$ cat config.mk
export PLATFORM = sky130hd
export DESIGN_NAME = uart_rx_fifo
export DESIGN_NICKNAME = d
export VERILOG_FILES = /design/src/rtl/uart_rx_fifo.sv
export SDC_FILE = /design/constraint.sdc
export NUM_CORES = 1
export LEC_CHECK = 0
export CORE_MARGIN = 3
export CORE_UTILIZATION = 35
export DETAILED_ROUTE_END_ITERATION = 8
export GPL_TIMING_DRIVEN = 0
export PLACE_DENSITY = 0.57
export SYNTH_ARGS = -nofsm -noshare
export SYNTH_HDL_FRONTEND = slang
export SYNTH_SLANG_ARGS = --single-unit
$ cat constraint.sdc
create_clock -name m_clk -period 10.48 [get_ports m_clk]
set_input_delay 1.572 -clock m_clk [delete_from_list [all_inputs] [get_ports m_clk]]
set_output_delay 1.572 -clock m_clk [all_outputs]
set_load 0.05 [all_outputs]
$ cat src/rtl/uart_rx_fifo.sv
// UART receive buffer: 16-entry FIFO (or single holding register when FIFOs are off)
// with per-character PE/FE/BI status. Optional character timeout: define RX_TIMEOUT_EN.
module uart_rx_fifo #(
  parameter int DEPTH      = 16,
  parameter int TOUT_TICKS = 640
) (
  input  logic       m_clk,
  input  logic       reset,
  input  logic       fifoen,
  input  logic       rxclr,
  input  logic [1:0] rxfiftl,
  input  logic       wr_en,
  input  logic [7:0] wr_data,
  input  logic       wr_pe,
  input  logic       wr_fe,
  input  logic       wr_bi,
  input  logic       rd_en,
  input  logic       ov_clr,
  input  logic       baud_tick,
  output logic [7:0] rd_data,
  output logic       rd_pe,
  output logic       rd_fe,
  output logic       rd_bi,
  output logic [4:0] count,
  output logic       empty,
  output logic       full,
  output logic       data_ready,
  output logic       overrun,
  output logic       trig,
  output logic       fifo_err,
  output logic       timeout
);
  localparam int AW = $clog2(DEPTH);

  logic [10:0]   mem [DEPTH];
  logic [AW-1:0] wptr, rptr;
  logic [4:0]    cnt, err_cnt, eff_depth, level;
  logic          rxclr_p1, fifoen_p1;
  logic          clr, is_full, rd_acc, wr_acc, ovw, ovr_set, new_err, head_err;
  logic [10:0]   head, entry;

  assign head      = mem[rptr];
  assign entry     = {wr_bi, wr_fe, wr_pe, wr_data};
  assign new_err   = wr_bi | wr_fe | wr_pe;
  assign head_err  = |head[10:8];
  assign eff_depth = fifoen ? 5'(DEPTH) : 5'd1;
  assign is_full   = cnt >= eff_depth;

  // A clear swallows any read/write strobe arriving in the same cycle.
  assign clr     = (rxclr & ~rxclr_p1) | (fifoen ^ fifoen_p1);
  assign rd_acc  = rd_en && (cnt != 5'd0) && !clr;
  assign wr_acc  = wr_en && (!is_full || rd_acc) && !clr;
  assign ovr_set = wr_en && is_full && !rd_en && !clr;
  // Non-FIFO mode overwrites the holding register in place on overrun.
  assign ovw     = ovr_set && !fifoen;

  always_ff @(posedge m_clk) begin
    if (reset) begin
      wptr      <= '0;
      rptr      <= '0;
      cnt       <= '0;
      err_cnt   <= '0;
      overrun   <= 1'b0;
      rxclr_p1  <= 1'b0;
      fifoen_p1 <= fifoen;
      for (int i = 0; i < DEPTH; i++) mem[i] <= '0;
    end else begin
      rxclr_p1  <= rxclr;
      fifoen_p1 <= fifoen;
      if (ovr_set)     overrun <= 1'b1;
      else if (ov_clr) overrun <= 1'b0;
      if (clr) begin
        wptr    <= '0;
        rptr    <= '0;
        cnt     <= '0;
        err_cnt <= '0;
      end else begin
        if (wr_acc) begin
          mem[wptr] <= entry;
          wptr      <= wptr + 1'b1;
        end
        if (ovw)    mem[rptr] <= entry;
        if (rd_acc) rptr <= rptr + 1'b1;
        cnt     <= cnt + 5'(wr_acc) - 5'(rd_acc);
        err_cnt <= err_cnt + 5'((wr_acc || ovw) && new_err)
                           - 5'((rd_acc || ovw) && head_err);
      end
    end
  end

  always_comb begin
    level = 5'd1;
    case (rxfiftl)
      2'b00:   level = 5'd1;
      2'b01:   level = 5'd4;
      2'b10:   level = 5'd8;
      default: level = 5'd14;
    endcase
  end

  assign rd_data    = head[7:0];
  assign rd_pe      = head[8];
  assign rd_fe      = head[9];
  assign rd_bi      = head[10];
  assign count      = cnt;
  assign empty      = (cnt == 5'd0);
  assign full       = is_full;
  assign data_ready = !empty;
  assign trig       = fifoen && (cnt >= level);
  assign fifo_err   = fifoen && (err_cnt != 5'd0);

`ifdef RX_TIMEOUT_EN
  localparam int TW = $clog2(TOUT_TICKS + 1);
  logic [TW-1:0] tcnt;
  logic          tout;

  // Any FIFO activity, clear, or an empty/disabled FIFO restarts the idle count.
  always_ff @(posedge m_clk) begin
    if (reset || clr || wr_acc || rd_acc || ovw || !fifoen || cnt == 5'd0) begin
      tcnt <= '0;
      tout <= 1'b0;
    end else if (baud_tick && tcnt != TW'(TOUT_TICKS)) begin
      tcnt <= tcnt + 1'b1;
      if (tcnt == TW'(TOUT_TICKS - 1)) tout <= 1'b1;
    end
  end
  assign timeout = tout;
`else
  logic unused_tout;
  assign unused_tout = baud_tick & (TOUT_TICKS != 0);
  assign timeout     = 1'b0;
`endif
endmodule

[Word-level counts from Yosys, hierarchy flattened]
Memory sizes are Yosys's and may differ from the RTL's. A register that Yosys moved wholly into a read port is not among the register bits.
Cells that the tools add are included.
Storage, ports and cells
  register bits: 21
  memory bits (writable): 176
  output and inout port bits: 23
  memories: 1
Cells by class
  add/sub/neg operators: 6
  order comparisons: 2
  equality and inequality tests: 2
  muxes and demuxes: 22
  bitwise logic cells: 6
  reduce and logical (&&, ||, !) cells: 29
Memory list
  mem: depth 16, bits a word 11, read ports 1, clocked after Yosys merged registers in 1, write ports 16, line 35  | logic [10:0] mem [DEPTH];
Operators by type and width (count)
  $mux 11: 2
  $reduce_or 11->1: 2
  $mux 4: 4
  $mux 1: 14
  $logic_and 1x1->1: 12
  $pmux 4 s3: 1
  $add 5x1->5: 2
  $ge 5x5->1: 2
  $reduce_bool 5->1: 2
  $sub 5x1->5: 2
  $add 4x1->4 const B: 2
  $logic_not 1->1: 5
  $logic_not 5->1: 1
  $mux 5: 1
  $logic_or 1x1->1: 3
  $or 1x1->1: 3
  $reduce_or 3->1: 1
  $eq 2x1->1 const B: 1
  $eq 2x2->1 const B: 1
  $logic_not 2->1: 1
  $reduce_bool 2->1: 1
  $reduce_or 2->1: 1
  $and 1x1->1: 1
  $not 1->1: 1
  $xor 1x1->1: 1

[Longest topological paths before layout]
Gate-level depths: netlist of the first run.
  word-level depth: 15
  gate-level depth with buffers: 18

[Worst setup path after synthesis of the first run]
No wires, ideal clock.
  path type: input to output
  start point: in rxfiftl[0]
  end point: out trig
  arrival time: 2938 ps
  required time: 8908 ps
  path slack: 5970 ps
  stages: 7
  path buffers: 0
  path through: nor2_1 > ha_1 > nand2b_1 > a21oi_1 > nor2b_1 > o21ai_0 > a21oi_1
On the way
  word-level cells in the longest chain between the ends: 4
  elaborated cells between the ends (all ways): 6
Ends and longest elaborated chain
  start, declared: line 11  | input logic [1:0] rxfiftl,
  $eq 2x2->1, or another cell as far along: line 93  | case (rxfiftl)
  $pmux 4 s3 (*): line 93
  $ge 5x5->1 (*): line 109  | assign trig = fifoen && (cnt >= level);
  $logic_and 1x1->1 (*): line 109
  end, declared: line 29  | output logic trig,
Mark *: on every way between the ends. The rest lies on a longest branch, timed or not.

==> impl_summary.md, run 1 <==
Synth
After synthesis the cells add up to 0.0101 mm2. The synthesized design contains 176 enable-type register cells. The mean cell area of the mapped netlist is 14.3 um2.

The synthesized design spends more area on one cell type than any other, namely edfxtp_1. Synthesis instantiated 46 different standard cells from the library. The number of nets produced by synthesis is 748. In the synthesized netlist, the number of instances is 703. Of the post-synthesis cell area, the dominant cell type holds 52.5%. The share of the yosys chip area belonging to registers is 57.5%. After synthesis the netlist holds a flip-flop and latch count of 201. Among all flip-flop cells after synthesis, the most frequent one is edfxtp_1. After synthesis, the cell types taking the most area are edfxtp_1 (52%), nor3b_1 (14%), mux4_2 (12%). The proportion of register bits with asynchronous set or reset after synthesis is 0%. The warning count from the yosys run is 0.

Global route
The number of global-route vias before repair came to 6,459. The global-route wire length before repair is 40.4 mm. The overall fraction of global-route tracks in use is 17.4%. Entering global routing, the biggest net connects 14 pins. The remaining global-route overflow is 0.

The number of antenna violations at the first check in global routing is 0.

Timing
The final setup violation count is 0. Setup repair after global routing left no endpoint under its margin. The number of failing hold endpoints at the final stage is 0. The worst path needs 5.92 ns of the cycle, external delays included. The final number of max-transition violations was 0.

The total negative setup slack is 0 ns. For the final database, setup skew stands at 0.0209 ns. The slew at the pin closest to its max-slew limit is 1.06 ns. The achievable clock frequency is 169 MHz. The final critical path takes up 56.5% of the cycle. The relative slew slack is 29.2%.

Floorplan
In this run the count of I/O pins placed on the die edge is 44. The initial core utilization is 35.8%. The floorplan has 61 rows. The overall die width is 176 um.

The die covers 0.0308 mm2. The total core area is 0.0281 mm2. The height of the chip is 176 um.

Setup path
At the worst endpoint, the arrival time is 4.35 ns. The critical path launch point type is a register. For the worst flop-to-flop path, the logic depth is 16. The signal on the critical path passes through clkbuf_1 -> clkbuf_1 -> clkbuf_1 -> mux4_2 -> mux4_2 -> clkdlybuf4s50_1.

The required time at the worst-slack endpoint is 8.91 ns. The most numerous cell type found on the critical path is clkbuf_1. The worst setup path is captured at a primary output. The critical path in this run is classified as register to primary output. The highest cell delay on the worst timing path is 0.73 ns. The largest driver fanout on the critical path is 10.

The slowest library cell on the worst path is clkdlybuf4s50_1.

Place
Routability-driven placement finished with a final weighted congestion of 0.796. The HPWL after detailed placement is 19.0 mm. The count of input and output buffers is 40.

Clock network
The worst-skew pair later-pin latency is 0.52 ns. The clock slew seen by the registers of the worst setup and hold paths is 0.06 ns. The buffer cell driving the clock tree root is clkbuf_16. The total of hold buffers inserted after clock tree synthesis is 0.

The total number of H-tree levels is 1. The number of cells upsized or downsized after cts is 0. The clock tree from TritonCTS is yes. For this design, the sink count on the clock tree is 201. The clock passes through at most 3 buffers. The CTS buffer count is 23. The post-CTS setup repair buffer count is 0.

Routing
For this run, design rule violations remaining after detail routing come to 0. The first routing iteration left 498 violations. The remaining antenna violation count is 0. The number of search-and-repair iterations in the first detailed-routing pass is 5. The routed layout has 6,340 vias.

The post-detailed-route wirelength per cell is 22.7 um. After detailed routing, the total wire length is 26.7 mm. After detailed routing, the number of vias per cell comes to 5.38.

Layout
At the end of the flow, the number of nets in the layout was 829. From synthesis to final layout, the design area changed by 17.5%. The layout cell share with drive strength beyond 1 is 17.6%. The repair_antennas step left the layout with diodes totalling 0. The post-route core utilization is 42.1%.

Worst hold path
The worst hold path passes through 2 cells. The class of the tightest hold or removal check is register to register. The hold path startpoint is wptr[2].

Power and ir drop
The worst-case vdd ir drop is 0.000126 V. The total power density per cell area is 156 mW/mm2. The leakage component of the power is 3.70 nW.

Flow run
Across the run, the number of max-cap violations was 0.

Status
The flow ran to the end, and the final reports show no timing, DRC or antenna violations.
==> placed cells by master (no fill, tap or decap), types with 4 or more instances in the layout <==
master and n:
clkbuf_1 43, nand3b_1 5, xnor2_1 4, a21boi_1 8, ha_1 22, nor2b_1 6, nor3_1 7, clkinv_2 5
o21ai_0 5, nand3_1 7, edfxtp_1 176, nor3b_1 182, buf_6 10, a21oi_1 14, xor2_1 7, and2_1 4
mux4_2 53, clkdlybuf4s50_1 40, nor2_1 21, buf_2 25, buf_4 13, o21ai_1 8, nand2_1 9, inv_1 25
clkinv_1 5, dfxtp_1 25, clkbuf_16 23, mux2i_1 10
==> critical path, delay by kind of cell, from the launching register on <==
family                 cells  cell delay [ns]
buffers and inverters      4             2.53
DFF                        1             0.30
muxes                      2             0.98
==> worst paths after layout <==
path / to / slack [ns]
max reg2reg: err_cnt[4] / 6.25
max: rd_data[1] / 4.56
min: wptr[2] / 0.48
min reg2reg: wptr[2] / 0.48
==> state kept, by name, summed over array words and instances (netlist names), named ones only <==
signal and cells:
count 5, err_cnt 5, fifoen_p1 1, mem 176
overrun 1, rptr 4, rxclr_p1 1, wptr 4
==> cells in the mapped netlist (all sizes together), types with 2 or more instances <==
master,instances
mux2,3
a21boi,8
and2,4
buf,33
a211oi,2
nand3,7
fa,2
mux4,53
mux2i,10
nand2b,3
inv,25
a21oi,15
o32a,2
a32oi,3
nand2,9
dfxtp,25
edfxtp,176
nor2b,6
clkbuf,38
nor3b,182
or3,3
xnor2,4
a21o,2
ha,22
nor2,21
nor3,7
o21ai,13
nand4,2
xor2,7
nand3b,5
==> per-layer routing <==
layer  GRT usage, %  wire length, um
met1           24.6            11700
met4           4.32              618
met3           2.49             1840
met2           28.3            12600
met5              0                0
==> metrics by stage <==
stage	hold WS (ns)	worst slack (ns)	power [mW]	cell area, um2	instances
CTS	0.483	4.50	1.85	11800	1179
detailed placement	0.471	4.61	1.05	11100	1137
global placement	0.463	4.18	1.04	10900	1121
floorplan	0.452	5.97	0.992	10100	703
global route	0.517	4.43	1.89	11800	1179
finish	0.481	4.56	1.84	11800	1179
==> cell type report <==
class | instances | area [um2]
Sequential cell | 201 | 5790
Multi-Input combinational cell | 405 | 3840
Clock inverter | 13 | 139
Buffer | 71 | 339
Timing Repair Buffer | 56 | 543
Clock buffer | 29 | 608
Inverter | 26 | 97.6
Fill cell | 2655 | 16300
Tap cell | 378 | 473
==> report_power, final <==
| part | internal (mW) | total [mW] | switching (mW) |
|---|---|---|---|
| Combinational | 0.0513 | 0.133 | 0.0819 |
| Sequential | 0.893 | 0.900 | 0.00699 |
| Clock | 0.484 | 0.807 | 0.323 |
==> logic make-up after synthesis <==
group / share of synthesized area [%]
other cells: 0.0372
simple gates: 17.3
fa+ha+maj: 3.13
flops: 57.5
xor+xnor: 0.957
compound gates: 3.58
buf+inv: 4.34
mux: 13.2
Power figures use the tool's default switching activity.
==> run 2: changes to the inputs <==
==> constraint.sdc (replaced) <==
create_clock -name m_clk -period 5.65 [get_ports m_clk]
set_input_delay 0.8475 -clock m_clk [delete_from_list [all_inputs] [get_ports m_clk]]
set_output_delay 0.8475 -clock m_clk [all_outputs]
set_load 0.05 [all_outputs]
==> results of run 2 <==
The final DEF is identical to that of run 1. Status: finished clean.
Main changes from that run: setup slack after placement 4.61 ns -> 0.615 ns; setup slack after layout 4.56 ns -> 0.455 ns; register-to-register setup slack 6.25 ns -> 1.42 ns; total power 1.84 mW -> 3.41 mW; worst IR drop on VDD 0.000126 V -> 0.000234 V
==> run 3: changes to the inputs <==
--- a/config.mk
+++ b/config.mk
@@ -5,8 +5,9 @@
 export SDC_FILE = /design/constraint.sdc
 export NUM_CORES = 1
 export LEC_CHECK = 0
-export CORE_MARGIN = 3
+export CORE_MARGIN = 5
 export CORE_UTILIZATION = 35
+export CTS_BUF_LIST = sky130_fd_sc_hd__clkbuf_2
 export DETAILED_ROUTE_END_ITERATION = 8
 export GPL_TIMING_DRIVEN = 0
 export PLACE_DENSITY = 0.57
==> run 3 against run 2 <==
  * Routed wire length up 4.9%
  * Maximum frequency down 3.8%
  * Flip-flop and latch count stayed put
  * Non-clock buffer count shrank 3
  * Clock power is 36% lower
  * Setup slack worse by 0.21 ns
  * Global-route usage is essentially flat
  * Register-to-register slack better by 0.12 ns
  * Critical path type unchanged
  * Largest power group unchanged
==> impl_summary.md, run 3 (synthesis gave the netlist of run 1 again) <==
Setup path
The critical path capture point type is a primary output. The data arrival time of the critical path is 4.56 ns. Of all nets on the critical path, the largest fanout is 10. The required time at the worst-slack endpoint is 4.80 ns. The logic depth of the worst register-to-register path is 16. The endpoint identified for the worst register-to-register timing path is err_cnt[4]. The critical path ends at rd_data[0]. The critical path is of the register to primary output type. The worst setup path is launched from a register. For flop-to-flop paths, the worst setup slack is 1.54 ns.

Layout
The area added between synthesis and finish is 14.5%. The top cell types in the final layout, fill and taps aside, are nor3b_1 (182), edfxtp_1 (176), clkbuf_2 (72). The layout has 2,780 filler cells. The register with the most flip-flops in the layout has 176 of them.

More flip-flops sit in one register than any other, and that register is mem. In the final layout, the share of cells above drive strength 1 is 21.7%. The most frequent standard cell in the layout excluding fill and tap cells is nor3b_1.

The final net count is 856. Once layout is done, the placed cells without fillers occupy 0.0115 mm2. The number of non-filler instances in the completed layout is 1,232.

Timing
The final number of max-transition violations came to 0. Setup repair after global routing left no endpoint under its margin. For the pin with the worst max-slew slack, the measured transition is 0.994 ns. In the finished design, the share of the clock period the worst path needs comes to 95.6%.

The final critical path time including I/O delays and setup is 5.40 ns. The final-layout worst hold slack is 0.400 ns. The clock skew is 0.0593 ns. Setup violations remaining at the end of the flow were counted as 0. Headroom to the max-slew limit came out at 33.4%. The number of failing hold endpoints at the final stage came to 0. The achievable clock frequency is 185 MHz. Setup total negative slack on the finished layout was measured at 0 ns.

Global route
For this run, the total global-route usage over all layers was measured as 17.4%. The number of antenna violations at the first check in global routing is 1. The largest net degree at the start of global routing is 15. The number of global-route vias before repair is 6,830. The first global-routing pass estimated 42.7 mm of wire.

After global routing the overflow that remains totals 0.

Routing
For this run, design rule violations remaining after detail routing come to 0. The ratio of routed vias to standard cells is 5.35. The first TritonRoute pass finished after 5 iterations. In the final routed layout, each cell accounts on average for 22.8 um. The via count is 6,595.

The count of routing violations after the opening detailed-route iteration is 630. In this run the remaining antenna-violating nets after routing total 0. The post-detailed-routing wire length is 28.0 mm.

Flow run
The tool flagged a number of max-cap violations equal to 0.

Power and ir drop
IR analysis of the VDD net gives a maximum drop of 0.000113 V. In this run the power density over the cells is 249 mW/mm2. Summed over all cells, the static leakage comes to 3.65 nW. The design draws 2.87 mW.

Clock network
The total of hold buffers inserted after clock tree synthesis is 0. The number of cells upsized or downsized after cts is 0. After clock tree synthesis, the clock-pin slew on the worst setup and hold paths is 0.10 ns. The worst-skew pair later-pin latency is 0.84 ns. The number of setup buffers added after CTS is 0.

The number of buffers on the longest clock path is 3. The buffer cell driving the clock tree root is clkbuf_2. Buffers inserted during clock tree synthesis total 53. The clock tree from TritonCTS is yes. The clock net in this run drives a total of 201 sinks. The total number of H-tree levels is 2.

Floorplan
The cell row count is 62. The initial utilization of the core area, before any placement, comes to 35.3%. The die covers 0.0323 mm2. The floorplan step defined a core boundary enclosing 0.0285 mm2.

The die is 180 um wide. During I/O placement, the number of pins put on the boundary was 44. The floorplan step set the die height to 180 um.

Place
Including well taps, the total number of placed cells is 1,140. The HPWL after detailed placement is 19.1 mm. The count of input and output buffers is 40. The routability congestion estimate is 0.799.

The total cell area at the placement stage is 0.0111 mm2.

Status
The run finished with clean final reports.

Worst hold path
In this run the worst hold path is classified as primary input to register.
==> run 3: cell type report <==
| cell class | instances | area (um2) | share of cell area [%] |
|---|---|---|---|
| Tap cell | 384 | 480 | 4.17 |
| Sequential cell | 201 | 5790 | 50.2 |
| Clock inverter | 20 | 85.1 | 0.738 |
| Inverter | 26 | 97.6 | 0.847 |
| Timing Repair Buffer | 53 | 520 | 4.52 |
| Clock buffer | 71 | 355 | 3.08 |
| Antenna cell | 1 | 2.50 | 0.0217 |
| Buffer | 71 | 340 | 2.95 |
| Multi-Input combinational cell | 405 | 3860 | 33.5 |
==> run 3: layer usage <==
metal | wire (um) | vias to the layer above | GRT usage [%]
met4 | 646 | 0 | 5.27
met5 | 0 | - | 0
met2 | 12900 | 259 | 27.2
li1 | - | 2955 | -
met3 | 2060 | 54 | 4.08
met1 | 12500 | 3327 | 24.2
==> run 3: through the flow <==
stage               setup WS (ns)  utilization, %
floorplan                    1.82               -
global placement           0.0518            38.4
detailed placement          0.755            38.8
CTS                        0.0929            40.4
global route               0.0518            40.4
finish                      0.247            40.4
==> run 3: critical path, cell delays in order, from the launching register on <==
cell             delay, ns
dfxtp_1               0.32
clkbuf_1              0.48
clkbuf_1              0.59
clkbuf_1              0.66
mux4_2                0.43
mux4_2                0.56
clkdlybuf4s50_1       0.73
==> run 3: report_power, final <==
part	internal, mW	leakage (nW)	switching (mW)
Combinational	0.0941	1.35	0.153
Clock	0.343	0.328	0.614
Sequential	1.65	1.97	0.0128
==> run 3: worst min-delay path by stage <==
| stage | start | end | slack, ns | cells after the start |
|---|---|---|---|---|
| CTS | reset | overrun | 0.33 | 2 |
| global route | reset | overrun | 0.38 | 2 |
| global placement | wptr[2] | wptr[2] | 0.46 | 2 |
| floorplan | wptr[2] | wptr[2] | 0.45 | 2 |
| finish | reset | overrun | 0.40 | 2 |
| detailed placement | wptr[2] | wptr[2] | 0.48 | 2 |
==> edit (settings of run 2) <==
The parameter `DEPTH` goes from 16 to 8.
--- a/src/rtl/uart_rx_fifo.sv
+++ b/src/rtl/uart_rx_fifo.sv
@@ -2,5 +2,5 @@
 // with per-character PE/FE/BI status. Optional character timeout: define RX_TIMEOUT_EN.
 module uart_rx_fifo #(
-  parameter int DEPTH      = 16,
+  parameter int DEPTH      = 8,
   parameter int TOUT_TICKS = 640
 ) (
Function: no difference found for any inputs over 4 cycles, from zero or initial values and one cycle with reset high; that may be too few to reach the edited logic, so the function may still have changed.
==> edit against run 2 <==
  * Final area is 40% lower
  * Sequential cell count is 91 lower
  * Total power is 49% lower
  * Maximum frequency is 18% higher
  * Setup slack better by 0.81 ns
  * Non-clock buffer count is 39 lower
  * Final cell count is 37% lower
  * Synthesized area is 40% lower
  * Wire length is 37% lower
  * First-iteration DRC count is 17% lower
==> edit: results (changes against run 2) <==
----------------------------------------------------
[Place]
  Gpl congestion ... 0.828 (+4.1%)
  Post-place instance area ... 6800 µm² (-39%)

[Critical path]
  Kind of cell adding the most delay to the critical path ... simple AND/OR/NAND/NOR gates
  Arrival time of the worst setup path ... 4.68 ns (+0.33 ns)
  Type of element capturing the critical path ... flip-flop
  Slowest stage delay, CP ... 0.54 ns (-0.19 ns)

[Logic synthesis]
  Net count after synthesis ... 509 (-32%)
  Most area-consuming cells after synthesis ... edfxtp_1 43%, a221oi_1 10%, mux4_2 8.1%
  Number of synthesized flops with an enable pin ... 88 (-50%)
  Share of the yosys chip area belonging to registers ... 0.506 (-0.0684)
  Proportion of synthesized area in mux cells ... 0.102 (-0.0302)

[Global routing]
  Maximum number of pins on one net before global-route repair ... 20 (+6)
  First-pass GRT wire length ... 25.7 mm (-36%)
  Number of global-route vias before repair ... 4541 (-30%)
  Overall track demand over capacity in global routing ... 0.183 (+0.00912)
  Met3 Track Usage GR ... 0.0479 (+0.0230)
  Met2 demand-to-capacity share in global routing ... 0.312 (+0.0289)

[Detailed routing]
  Initial DRC count ... 412 (-17%)
  Routed wire per std cell ... 22.6 µm (-0.40%)
  Mean number of vias per cell ... 5.93 (+10%)

[Pwr]
  Net switching power ... 0.000441 W (-42%)

[Hold path]
  Worst Hold Launch ... overrun

[Clocking]
  Bufs on Longest Clock Path ... 2 (-1)
  Number of buffers created by CTS ... 9 (-61%)
  Clk Latency, worst-skew pair ... 0.37 ns (-0.15 ns)

[Layout]
  Max FFs per register ... 88 (-50%)
  Total Nets Final ... 561 (-32%)

[Run status]
  Run status ... finished, final reports clean

----------------------------------------------------
[edit: changes by cell type after synthesis, moves of 9 or more]
cell	before	now
edfxtp_1	176	88
a221oi_2	0	18
mux4_2	53	22
clkbuf_1	38	26
mux2i_1	10	0
a221oi_1	0	70
nor3b_1	182	0
inv_1	25	34
buf_2	25	6
[edit: final timing paths]
| kind | end | slack, ns |
|---|---|---|
| worst max-delay path | count[4] | 1.26 |
| worst min-delay path | overrun | 0.50 |
| worst max register to register | err_cnt[4] | 1.84 |
| worst min register to register | overrun | 0.50 |
[edit: logic make-up after synthesis]
group           Yosys count
flops                   110
xor+xnor                  9
fa+ha+maj                24
simple gates             72
mux                      33
buf+inv                  81
compound gates          134
other cells               1
[edit: metrics by stage]
| stage | total power, W | instances | util | setup slack [ns] | hold WS [ns] |
|---|---|---|---|---|---|
| after floorplan | 0.00103 | 464 | - | 1.94 | 0.521 |
| after global placement | 0.00109 | 724 | 0.402 | 0.232 | 0.481 |
| after detailed placement | 0.00110 | 725 | 0.404 | 0.560 | 0.492 |
| after CTS | 0.00175 | 741 | 0.422 | 0.944 | 0.508 |
| after global routing | 0.00180 | 741 | 0.424 | 0.946 | 0.550 |
| final | 0.00175 | 741 | 0.424 | 1.26 | 0.502 |
[edit: cell type report]
class	count	area, µm²
Fill cell	1588	9690
Sequential cell	110	3080
Multi-Input combinational cell	273	2680
Timing Repair Buffer	41	412
Tap cell	220	275
Buffer	47	251
Clock buffer	9	225
Inverter	34	128
Clock inverter	7	78.8
[edit: power by group through the flow]
stage               registers [W]  logic (W)  clock network, W
finish                   0.000908   0.000173          0.000669
global route             0.000910   0.000185          0.000704
CTS                      0.000908   0.000173          0.000673
detailed placement       0.000927   0.000172                 0
global placement         0.000926   0.000168                 0
floorplan                0.000924   0.000108                 0
